===== src/rtl/imm_gen_pipe.sv =====
// RISC-V immediate generator: stage 1 decodes the immediate, stage 2 adds it to the PC.
// Elastic two-entry valid/ready pipeline with a pass-through sideband tag.
module imm_gen_pipe #(
    parameter int XLEN  = 64,
    parameter int TAG_W = 4
) (
    input  logic              clk_in,
    input  logic              rst_n_in,
    input  logic              valid_in,
    output logic              ready_out,
    input  logic [31:0]       instr_in,
    input  logic [XLEN-1:0]   pc_in,
    input  logic [2:0]        imm_sel_in,
    input  logic [TAG_W-1:0]  tag_in,
    output logic              valid_out,
    input  logic              ready_in,
    output logic [XLEN-1:0]   imm_out,
    output logic [XLEN-1:0]   target_out,
    output logic              illegal_out,
    output logic [TAG_W-1:0]  tag_out
);

    localparam logic [2:0] SEL_I     = 3'd0;
    localparam logic [2:0] SEL_S     = 3'd1;
    localparam logic [2:0] SEL_B     = 3'd2;
    localparam logic [2:0] SEL_U     = 3'd3;
    localparam logic [2:0] SEL_J     = 3'd4;
    localparam logic [2:0] SEL_SHAMT = 3'd5;
    localparam logic [2:0] SEL_ZIMM  = 3'd6;

    // Decode
    logic [XLEN-1:0] dec_imm;
    logic            dec_ill;

    // Start from a full sign fill (or zero) and overwrite the low bits, so
    // the same code works for XLEN=32 without zero-width replications.
    always_comb begin
        dec_imm = '0;
        dec_ill = 1'b0;
        case (imm_sel_in)
            SEL_I: begin
                dec_imm       = {XLEN{instr_in[31]}};
                dec_imm[11:0] = instr_in[31:20];
            end
            SEL_S: begin
                dec_imm       = {XLEN{instr_in[31]}};
                dec_imm[11:0] = {instr_in[31:25], instr_in[11:7]};
            end
            SEL_B: begin
                dec_imm       = {XLEN{instr_in[31]}};
                dec_imm[12:0] = {instr_in[31], instr_in[7], instr_in[30:25],
                                 instr_in[11:8], 1'b0};
            end
            SEL_U: begin
                dec_imm       = {XLEN{instr_in[31]}};
                dec_imm[31:0] = {instr_in[31:12], 12'b0};
            end
            SEL_J: begin
                dec_imm       = {XLEN{instr_in[31]}};
                dec_imm[20:0] = {instr_in[31], instr_in[19:12], instr_in[20],
                                 instr_in[30:21], 1'b0};
            end
            SEL_SHAMT: begin
                if (XLEN == 64) begin
                    dec_imm[5:0] = instr_in[25:20];
                end else begin
                    dec_imm[4:0] = instr_in[24:20];
                    dec_ill      = instr_in[25];
                end
            end
            SEL_ZIMM: begin
                dec_imm[4:0] = instr_in[19:15];
            end
            default: begin
                dec_imm = '0;
                dec_ill = 1'b1;
            end
        endcase
    end

    // Pipeline state
    logic              s1_valid_q, s1_valid_d;
    logic [XLEN-1:0]   s1_imm_q,   s1_imm_d;
    logic [XLEN-1:0]   s1_pc_q,    s1_pc_d;
    logic              s1_ill_q,   s1_ill_d;
    logic [TAG_W-1:0]  s1_tag_q,   s1_tag_d;

    logic              s2_valid_q, s2_valid_d;
    logic [XLEN-1:0]   s2_imm_q,   s2_imm_d;
    logic [XLEN-1:0]   s2_tgt_q,   s2_tgt_d;
    logic              s2_ill_q,   s2_ill_d;
    logic [TAG_W-1:0]  s2_tag_q,   s2_tag_d;

    logic s1_load, s2_load;

    // s1 may refill on the same edge that hands its entry to s2, so a full
    // pipe with ready_in high streams at one per cycle without bubbles.
    assign s2_load   = s1_valid_q && (!s2_valid_q || ready_in);
    assign s1_load   = valid_in && (!s1_valid_q || s2_load);
    assign ready_out = !s1_valid_q || !s2_valid_q || ready_in;

    always_comb begin
        s1_valid_d = s1_valid_q;
        s1_imm_d   = s1_imm_q;
        s1_pc_d    = s1_pc_q;
        s1_ill_d   = s1_ill_q;
        s1_tag_d   = s1_tag_q;
        if (s1_load) begin
            s1_valid_d = 1'b1;
            s1_imm_d   = dec_imm;
            s1_pc_d    = pc_in;
            s1_ill_d   = dec_ill;
            s1_tag_d   = tag_in;
        end else if (s2_load) begin
            s1_valid_d = 1'b0;
        end
    end

    always_comb begin
        s2_valid_d = s2_valid_q;
        s2_imm_d   = s2_imm_q;
        s2_tgt_d   = s2_tgt_q;
        s2_ill_d   = s2_ill_q;
        s2_tag_d   = s2_tag_q;
        if (s2_load) begin
            s2_valid_d = 1'b1;
            s2_imm_d   = s1_imm_q;
            s2_tgt_d   = s1_pc_q + s1_imm_q;
            s2_ill_d   = s1_ill_q;
            s2_tag_d   = s1_tag_q;
        end else if (ready_in) begin
            s2_valid_d = 1'b0;
        end
    end

    always_ff @(posedge clk_in or negedge rst_n_in) begin
        if (!rst_n_in) begin
            s1_valid_q <= 1'b0;
            s1_imm_q   <= '0;
            s1_pc_q    <= '0;
            s1_ill_q   <= 1'b0;
            s1_tag_q   <= '0;
            s2_valid_q <= 1'b0;
            s2_imm_q   <= '0;
            s2_tgt_q   <= '0;
            s2_ill_q   <= 1'b0;
            s2_tag_q   <= '0;
        end else begin
            s1_valid_q <= s1_valid_d;
            s1_imm_q   <= s1_imm_d;
            s1_pc_q    <= s1_pc_d;
            s1_ill_q   <= s1_ill_d;
            s1_tag_q   <= s1_tag_d;
            s2_valid_q <= s2_valid_d;
            s2_imm_q   <= s2_imm_d;
            s2_tgt_q   <= s2_tgt_d;
            s2_ill_q   <= s2_ill_d;
            s2_tag_q   <= s2_tag_d;
        end
    end

    assign valid_out   = s2_valid_q;
    assign imm_out     = s2_imm_q;
    assign target_out  = s2_tgt_q;
    assign illegal_out = s2_ill_q;
    assign tag_out     = s2_tag_q;

endmodule


===== config.mk =====
export PLATFORM = sky130hd
export DESIGN_NAME = imm_gen_pipe
export DESIGN_NICKNAME = d
export VERILOG_FILES = /design/src/rtl/imm_gen_pipe.sv
export SDC_FILE = /design/constraint.sdc
export NUM_CORES = 1
export LEC_CHECK = 0
export CORE_MARGIN = 3
export CORE_UTILIZATION = 57
export DETAILED_ROUTE_END_ITERATION = 7
export PLACE_DENSITY = 0.87
export SKIP_CTS_REPAIR_TIMING = 1
export SLEW_MARGIN = 25
export SYNTH_ARGS = -nofsm -noshare
export SYNTH_HDL_FRONTEND = slang
export SYNTH_SLANG_ARGS = --single-unit

===== constraint.sdc =====
create_clock -name clk_in -period 10.9 [get_ports clk_in]
set_clock_uncertainty 0.1 [all_clocks]
set_input_delay 2.18 -clock clk_in [delete_from_list [all_inputs] [get_ports clk_in]]
set_output_delay 2.18 -clock clk_in [all_outputs]
set_load 0.01 [all_outputs]

==> metrics.md <==
| Metric | Value |
|---|---|
| GR Overflow Total | `0` |
| Std-Cell Rows | `52` |
| RSZ-0062 raised after global routing | `no` |
| Critical Path End Type | `primary output` |
| Ys async rst share | `1.000` |
| Synthesis-to-layout area growth | `25.21%` |
| Number of enable flip-flop cells after synthesis | `0` |
| Critical path's most frequent cell | `clkdlybuf4s50_1` |
| Die area | `22660 sq um` |
| Final Hold Fails | `0` |
| Buf/Inv on CP | `2` |
| Residual DRC | `0` |
| Boundary Pins | `242` |
| Crit-path max FO | `4` |
| IO Port Bufs | `between 200 and 250` |
| Main synth FF type | `dfrtp_1` |
| Placement Setup Slack | `5143 ps` |
| DR vias | `10220` |
| DRT Pass-1 Iters | `5` |
| Post-synthesis net count | `1482` |
| Crit path from | `ready_in` |
| Reg clk slew, reported paths | `60 ps` |
| Cell area after synthesis | `11910 sq um` |
| Initial Util | `0.5847` |
| PD cells | `207.6 nW/um^2` |
| Largest net degree at the start of global routing | `81` |
| Peak supply drop | `0.0001579 V` |
| Post-route antenna net violation count | `0` |
| Antenna fix cells | `0` |
| Critical Path Start Type | `input pin` |
| Final Setup Violations | `0` |
| Clock period minus worst slack | `between 5000 and 6000 ps` |
| Avg Cell Area, Syn | `a little over 9 sq um` |
| HP Start | `s1_tag_q[1]$_DFFE_PN0P_` |
| Clk_lat worst skew | `530 ps` |
| Fin crit share | `0.5288` |
| Sink Count | `between 200 and 250` |
| Clock Path Buffers | `3` |
| Crit path kind | `input pin to primary output` |
| Share of layout cells above drive strength 1 | `0.08716` |
| DRT Wirelength | `33780 microns` |
| F_max | `173.5 MHz` |
| Req. time, crit path | `between 8000 and 9000 ps` |
| Die Span Y | `approximately 150 microns` |
| Placed cell area | `approximately 14000 sq um` |
| CP arrival | `3480 ps` |
| Sequential share of the synthesized area | `0.4288` |
| WHS | `approximately 370 ps` |
| Vias/cell | `just under 6` |
| Fill count | `1524` |
| Max Slew Vio Count | `0` |
| Root Driver | `clkbuf_16` |
| Worst-Margin Slew | `911.6 ps` |
| Design area | `14910 sq um` |
| Max Cap Viol | `0` |
| Final Net Count | `1637` |
| H-tree levels | `1` |
| Synth warn | `0` |
| Final setup TNS | `0 ps` |
| First-pass GRT wire length | `52760 microns` |
| Hold WC Path Type | `flip-flop to flip-flop` |
| Netlist cell types | `65` |
| Vias in the first global route | `10080` |
| Launch point of the worst reg-to-reg path | `s1_imm_q[0]$_DFFE_PN0P_` |
| Core outline area | `20360 sq um` |
| Leakage | `6.724 nW` |
| Worst path top cell family by delay | `buffers and inverters` |
| Slowest CP cell | `clkdlybuf4s50_1` |
| TritonCTS clock tree | `yes` |
| Chip Width | `150.5 microns` |
| All-Layer GR Usage | `0.2914` |
| Final non-filler cell total | `1750` |
| PnR worst setup slack | `5136 ps` |
| Rel. slew slack | `0.3923` |
| Initial DRC count | `680` |
| Cell Chain, Critical Path | `clkdlybuf4s50_1 -> nand3b_1 -> clkdlybuf4s50_1` |
| WL per Instance | `around 19 microns` |
| CTS Buf Count | `22` |
| Detailed placement HPWL | `24590 microns` |
| #FFs+latches synth | `around 200` |
| Cells after synthesis | `1311` |
| Placed cells | `~1700` |
| Max stage delay on crit path | `600 ps` |
| Initial antenna violation count | `1` |
| Status | `finished, final reports clean` |
| Gpl congestion | `0.9583` |
-- cells in the final DEF, fill, tap and decap left out, types with 9 or more instances in the layout --
| cell type | instances |
|---|---|
| a211oi_1 | 10 |
| dfrtp_1 | 203 |
| a22o_1 | 9 |
| clkbuf_16 | 22 |
| nand2b_1 | 10 |
| nand4_1 | 27 |
| nand2_1 | 263 |
| ha_1 | 63 |
| mux2_2 | 73 |
| nor3_1 | 15 |
| a21oi_1 | 99 |
| nand3_1 | 21 |
| xor2_1 | 23 |
| clkdlybuf4s50_1 | 233 |
| nor2_1 | 50 |
| inv_1 | 26 |
| a21o_1 | 47 |
| o21ai_0 | 116 |
| xnor2_1 | 36 |
| o21bai_1 | 12 |
-- tightest hold or removal path: cells and delay by family, from the launching register on --
kind / cells / cell delay [ps]
flip-flops: 1 / 340
AND/OR/NAND/NOR: 2 / 100
-- metal layers --
layer,wire [microns],track usage,up-vias,part of all wire
met5,16,0,-,0.00047
met4,1088,0.09103,2,0.032
met3,2062,0.04786,74,0.061
met2,16820,0.5111,397,0.50
met1,13790,0.3692,4894,0.41
li1,-,-,4853,-
-- power by group --
group / leakage [nW] / internal [mW] / switching [mW]
clock network: 0.385 / 0.507 / 0.318
logic: 3.82 / 0.582 / 0.630
registers: 2.52 / 0.933 / 0.125
-- synth_stat cells, drive strengths merged, types with 3 or more instances --
library cell  count  share of area
clkbuf           65          0.020
and2              3         0.0016
nand2           265          0.084
o211ai            3         0.0019
nor2b             8         0.0042
o31ai             8         0.0066
dfrtp           204           0.43
a21boi            3         0.0019
nor2             50          0.016
nor3             15         0.0063
o21ai           125          0.053
xnor2            36          0.026
a211oi           12         0.0084
o21bai           12         0.0076
xor2             23          0.017
mux2             73          0.069
a21oi           101          0.044
nand4            27          0.014
buf              44          0.025
nand3b            3         0.0019
a21o             47          0.030
inv              26         0.0082
and3              6         0.0032
nand2b           10         0.0053
a31oi             6         0.0032
nand3            21         0.0088
a22o              9         0.0066
ha               63          0.066
o21a              8         0.0050
-- path summary, 6_finish.rpt --
path	to	slack, ps	depth (start not counted)
worst min register to register	tag_out[1]$_DFFE_PN0P_	370	2
worst max-delay path	ready_out	5140	3
max in group asynchronous	imm_out[30]$_DFFE_PN0P_	7130	3
worst min-delay path	tag_out[1]$_DFFE_PN0P_	370	2
min in group asynchronous	target_out[11]$_DFFE_PN0P_	1590	1
worst max register to register	target_out[62]$_DFFE_PN0P_	7000	12
-- final cells by class --
cell class,instances,area (sq um),share of cell area
sequential,204,5106,0.3425
timing repair buffer,240,2391,0.1604
multi-input combinational,972,6180,0.4145
clock inverter,9,198.9,0.01334
tap,270,337.8,0.02266
clock buffer,29,596.8,0.04003
inverter,26,97.59,0.006546
-- per-stage QoR --
stage                     utilization  total power [mW]
final                          0.7321             3.095
after global routing           0.7321             3.257
after CTS                      0.7320             3.107
after detailed placement       0.6929             2.268
after global placement         0.6929             2.236
after floorplan                     -             1.744
-- kinds of logic (layout without fill, tap and decap cells) --
| group | Yosys count | after routing | share of synthesized area |
|---|---|---|---|
| buffers and inverters | 135 | 304 | 0.05359 |
| adder cells (fa/ha/maj) | 64 | 64 | 0.06789 |
| AO/OA/AOI/OAI | 356 | 356 | 0.1847 |
| XOR/XNOR | 59 | 59 | 0.04340 |
| AND/OR/NAND/NOR | 419 | 419 | 0.1517 |
| flip-flops | 204 | 204 | 0.4288 |
| multiplexers | 74 | 74 | 0.06988 |
-- flip-flops by register name, indices dropped and copies added (netlist names) --
signal       count
s1_tag_q         4
imm_out         32
illegal_out      1
s1_valid_q       1
target_out      64
tag_out          4
s1_pc_q         64
s1_ill_q         1
s1_imm_q        32
valid_out        1
Power figures use the tool's default switching activity.
